## config.mk

```make
export PLATFORM = sky130hd
export DESIGN_NAME = dht11_sensor_model_us_timer
export DESIGN_NICKNAME = d
export VERILOG_FILES = /design/src/rtl/dht11_sensor_model_us_timer.sv
export SDC_FILE = /design/constraint.sdc
export NUM_CORES = 1
export LEC_CHECK = 0
export BUFFER_PORTS_ARGS = -buffer_cell sky130_fd_sc_hd__buf_2
export CORE_MARGIN = 1.5
export CORE_UTILIZATION = 50
export DETAILED_ROUTE_END_ITERATION = 7
export PLACE_DENSITY_LB_ADDON = 0.1
export SLEW_MARGIN = 20
export SYNTH_ARGS = -nofsm -noshare
export SYNTH_HDL_FRONTEND = slang
export SYNTH_SLANG_ARGS = --single-unit
export TNS_END_PERCENT = 10
```

## constraint.sdc

```tcl
create_clock -name clk -period 1.7 [get_ports clk]
set_clock_uncertainty 0.05 [all_clocks]
set_input_delay 0.085 -clock clk [delete_from_list [all_inputs] [get_ports clk]]
set_output_delay 0.085 -clock clk [all_outputs]
set_load 0.05 [all_outputs]
```

## src/rtl/dht11_sensor_model_us_timer.sv

```systemverilog
//------------------------------------------------------------------------------
// dht11_sensor_model_us_timer
//   Microsecond prescaler plus saturating microsecond counter with sync clear.
//   Rev 1.0 - initial release
//------------------------------------------------------------------------------
`default_nettype none

module dht11_sensor_model_us_timer #(
   parameter int PRESCALE = 100,
   parameter int CNT_W    = 16
) (
   input  logic             clk,
   input  logic             rst,
   input  logic             i_clear,
   output logic             o_tick,
   output logic [CNT_W-1:0] o_us_cnt
);

   localparam int PRE_W = (PRESCALE > 1) ? $clog2(PRESCALE) : 1;

   logic [PRE_W-1:0] pre_cnt;
   logic [CNT_W-1:0] us_cnt;

   // o_tick marks the last clock of each microsecond.
   assign o_tick   = (pre_cnt == PRE_W'(PRESCALE - 1));
   assign o_us_cnt = us_cnt;

   always_ff @(posedge clk or negedge rst) begin
      if (!rst) begin
         pre_cnt <= '0;
         us_cnt  <= '0;
      end else if (i_clear) begin
         pre_cnt <= '0;
         us_cnt  <= '0;
      end else if (o_tick) begin
         pre_cnt <= '0;
         if (us_cnt != '1)
            us_cnt <= us_cnt + 1'b1;
      end else begin
         pre_cnt <= pre_cnt + 1'b1;
      end
   end

endmodule

`default_nettype wire

```

# == Yosys cells after proc, flatten, opt, wreduce, memory -nomap -nowiden ==
# Index checks and enable logic that the tools add are counted.
# W data, S select, Z words.
# totals
memories,0
ram_bits,0
out_inout_bits,17
reg_bits,23
rom_bits,0
latchBits,0
# classes
eq_ne,2
order_cmp,0
n_reduce_logical,3
n_mux,5
n_div,0
addsub,2
multipliers,0
bitwise,0
shifts,0
# ops
cell,n
$mux W16,3
$add A16 B1 Y16 const B,1
$ne A16 B16 Y1 const B,1
$mux W7,2
$add A7 B1 Y7 const B,1
$eq A7 B7 Y1 const B,1
$reduce_bool A2 Y1,2
$reduce_and A2 Y1,1

# == Depth between registers and ports, before layout ==
# logic_depth
word_depth,4
mapped_depth,7

# == Worst setup path after synthesis ==
# No wires, ideal clock.
# synth_path
path_kind,register to register
startpoint,register pre_cnt[0]
endpoint,register us_cnt[1] (netlist: o_us_cnt[1])
path_slack_ns,-0.475
stages_incl_launch_ff,8
t_arrival_ns,2.007
synth_period_minus_slack_ns,2.175
n_path_buf,1
path_cell_list,dfrtp_1 -> ha_1 -> nand4bb_1 -> buf_2 -> or2_1 -> clkinv_1 -> and3_1 -> a21o_1
# synth_between
elab_chain_cells,3
# synth_rtl
item,line,rtl
"start, declared",21,logic [PRE_W-1:0] pre_cnt;
"start signal, assigned",40,pre_cnt <= pre_cnt + 1'b1;
$eq A7 B7 Y1,25,assign o_tick = (pre_cnt == PRE_W'(PRESCALE - 1));
via o_tick,15,"output logic o_tick,"
$reduce_bool A2 Y1 (no line),--,
$reduce_and A2 Y1 (no line),--,
"end signal, assigned",38,us_cnt <= us_cnt + 1'b1;
"end, declared",22,logic [CNT_W-1:0] us_cnt;
# The timed path passes the listed nets, and every way through them passes these cells.
# A chain may end at the register's enable or synchronous reset.

# == Worst setup path after layout ==
# layout_path
startpoint,register pre_cnt[0]
endpoint,output o_tick
# layout_between
elab_chain_cells,1
# layout_rtl
item,line
$eq A7 B7 Y1,25
"end, declared",15
# Every way passes these cells.

==> impl_results.md <==
* Net Count, Synth at around 150
* Tmin final at between 1500 and 2000 ps
* Pwr Density at 569 nW/um^2
* Setup slack, reg-to-reg at -20 ps
* Slew @ Worst Pin at approximately 530 ps
* Via count at 1249
* Met3 Resource Use GR at 0.0349
* Netlist cell types at 36
* Pre-CTS setup slack at -144 ps
* Violated checks: setup timing
* Layout area overhead at 33.5%
* Antenna Cells at 0
* Clock sinks at 23
* Drt initial violations at 52
* CP endpoint: o_tick
* Most frequent cells in the layout: buf_2, buf_4, dfrtp_2
* Drt wl/cell at 16.2 um
* Detail Route Antenna Nets at 0
* Starting Density at 0.538
* CTS Root Cell: clkbuf_4
* FF+latch count, synth at 23
* Routing usage on met2 at 0.403
* F_max at 570 MHz
* Reg clk slew, reported paths at ~140 ps
* Status: finished, violations left
* Slew margin rel. at 0.649
* Busiest grt layer: met2
* Post-Syn Instances at about 140
* Final Hold Viols at 0
* Row cnt at 18
* First-pass DRT Iterations at 4
* Worst r2r path cells at 4
* Pin count of the biggest net entering global routing at 32
* Core area at 2520 um^2
* Worst-case clock buffer depth at 2
* Overflow after GRT at 0
* Min-Delay Path Class: in -> async
* DP Area at 1640 um^2
* Startpoint Class: flop
* Worst vdd ir at around 0.00065 V
* First-pass GRT wire length at about 5400 um
* Tcrit/Tclk final at 1.03
* Setup TNS at -70.5 ps
* Routability cong. at 0.813
* CP Capture Type: primary output
* Worst Path Max Fanout at 5
* Met1 usage at 0.334
* Worst skew pair latency at about 330 ps
* GRT Total Usage at 0.252
* Nets@finish at 190
* Port bufs at 19
* R2R Path Start: o_us_cnt[5]
* Fin. max-slew vios at 0
* Post-route setup slack at -54.1 ps
* Yosys warning total at 0
* Top Ports at 20
* Die ar. at 3030 um^2
* Htree depth at 1
* RSZ-0062 raised after global routing: true
* CP required at 1560 ps
* Max_cap viols at 0
* Worst path arrival time at 1620 ps
* Crit. Startpoint: pre_cnt[0]
* Final instance area at 1810 um^2
* Via density per instance at between 5 and 6
* Crit Path Category: reg -> out
* HPWL Detailed at 2370 um
* Hold_ws at 194 ps
* Total power at approximately 0.0010 W
* Initial antenna violation count at 0
* Post-Syn Area at around 1400 um^2
* Chip Height at between 50 and 60 um
* CTS buffer count at 3
* Seq/Total Area, Yosys at 0.424
* Final wirelength at approximately 3500 um
* Share of layout cells above drive strength 1 at 0.413
* Drt drc at 0
* Endpoints failing setup at 2
* Die width at 55.1 um
* Reg2reg end: o_us_cnt[0]
* CTS tree: yes
* Syn Area/Cell at 9.42 um^2
* LEAKAGE at about 0.83 nW
* Vias in the first global route at roughly 1200
[worst max-delay path, cell delays in order (launching register included)]
cell and delay (ps):
dfrtp_1 420, ha_4 160, nand4bb_4 140, or2_4 260, buf_6 130, clkinv_4 50
buf_8 130
[cell type report]
class,instances,area [um^2]
Multi-Input combinational cell,109,826
Fill cell,191,712
Sequential cell,23,597
Timing Repair Buffer,42,295
Tap cell,30,37.5
Inverter,6,27.5
Clock buffer,3,22.5
Clock inverter,1,5.00
[layer usage]
metal	share of wire	wire (um)
met5	0	0
met4	0.020	70
met3	0.046	158
met2	0.48	1680
met1	0.45	1560
[power by group]
group | switching [W] | leakage (nW) | internal (W)
logic | 0.000110 | 0.523 | 0.0000511
registers | 0.0000236 | 0.291 | 0.000570
clock network | 0.000186 | 0.0177 | 0.0000884
[cell families (layout without fill, tap and decap cells)]
group           Yosys count  in the layout  share of synthesized area
simple gates             72             72                      0.318
flops                    23             23                      0.424
compound gates           16             16                     0.0756
xor+xnor                 12             12                     0.0775
buf+inv                  12             52                     0.0341
mux                       7              7                     0.0517
fa+ha+maj                 2              2                     0.0184
[Yosys cell counts]
master,n,area (um^2)
dfrtp_1,23,576
nor3_1,13,65.1
nand2_1,12,45.0
nand3_1,10,50.1
xnor2_1,10,87.6
nor2b_1,8,50.1
o21ai_0,8,40.0
mux2i_1,7,70.1
nor4_1,6,37.5
inv_1,5,18.8
and3_1,4,25.0
clkbuf_1,4,15.0
nor2_1,4,15.0
a22oi_1,3,22.5
ha_1,2,25.0
nand2b_1,2,12.5
nand4_1,2,12.5
nand4b_1,2,17.5
xor2_1,2,17.5
a2111oi_1,1,10.0
a21o_1,1,7.51
a21oi_1,1,5.00
a32o_1,1,10.0
buf_1,1,3.75
buf_2,1,5.00
clkinv_1,1,3.75
nand4_4,1,21.3
nand4bb_1,1,11.3
nor4_2,1,12.5
nor4_4,1,21.3
nor4b_1,1,8.76
o21a_1,1,7.51
or2_1,1,6.26
or2_2,1,6.26
or3_1,1,6.26
or4_1,1,7.51
[sequential cells by signal, summed over array words and instances (netlist names)]
name and count:
o_us_cnt 16, pre_cnt 7
[worst min path at each step]
stage | startpoint | to | slack [ps] | cells after the start
4_1_cts | i_clear | pre_cnt[1] | 190 | 3
3_3_place_gp | rst | o_us_cnt[0] | 40 | 1
2_1_floorplan | rst | o_us_cnt[10] | -260 | 0
3_5_place_dp | rst | pre_cnt[6] | 50 | 1
6_report | rst | o_us_cnt[6] | 190 | 2
5_1_grt | i_clear | pre_cnt[0] | 220 | 3
[repair_timing]
action,CTS,global route
hold buffers,1,0
setup buffers,4,0
endpoints found under the hold margin,23,0
resized for setup,15,4
pin swaps,8,5
setup endpoints to repair,12,15
[metrics by stage]
step           std cells   util
6_report             214  0.718
5_1_grt              214  0.718
4_1_cts              214  0.712
3_5_place_dp         205  0.651
3_3_place_gp         205  0.651
2_1_floorplan        144      -
No activity file was read; power rests on OpenSTA's default activity.
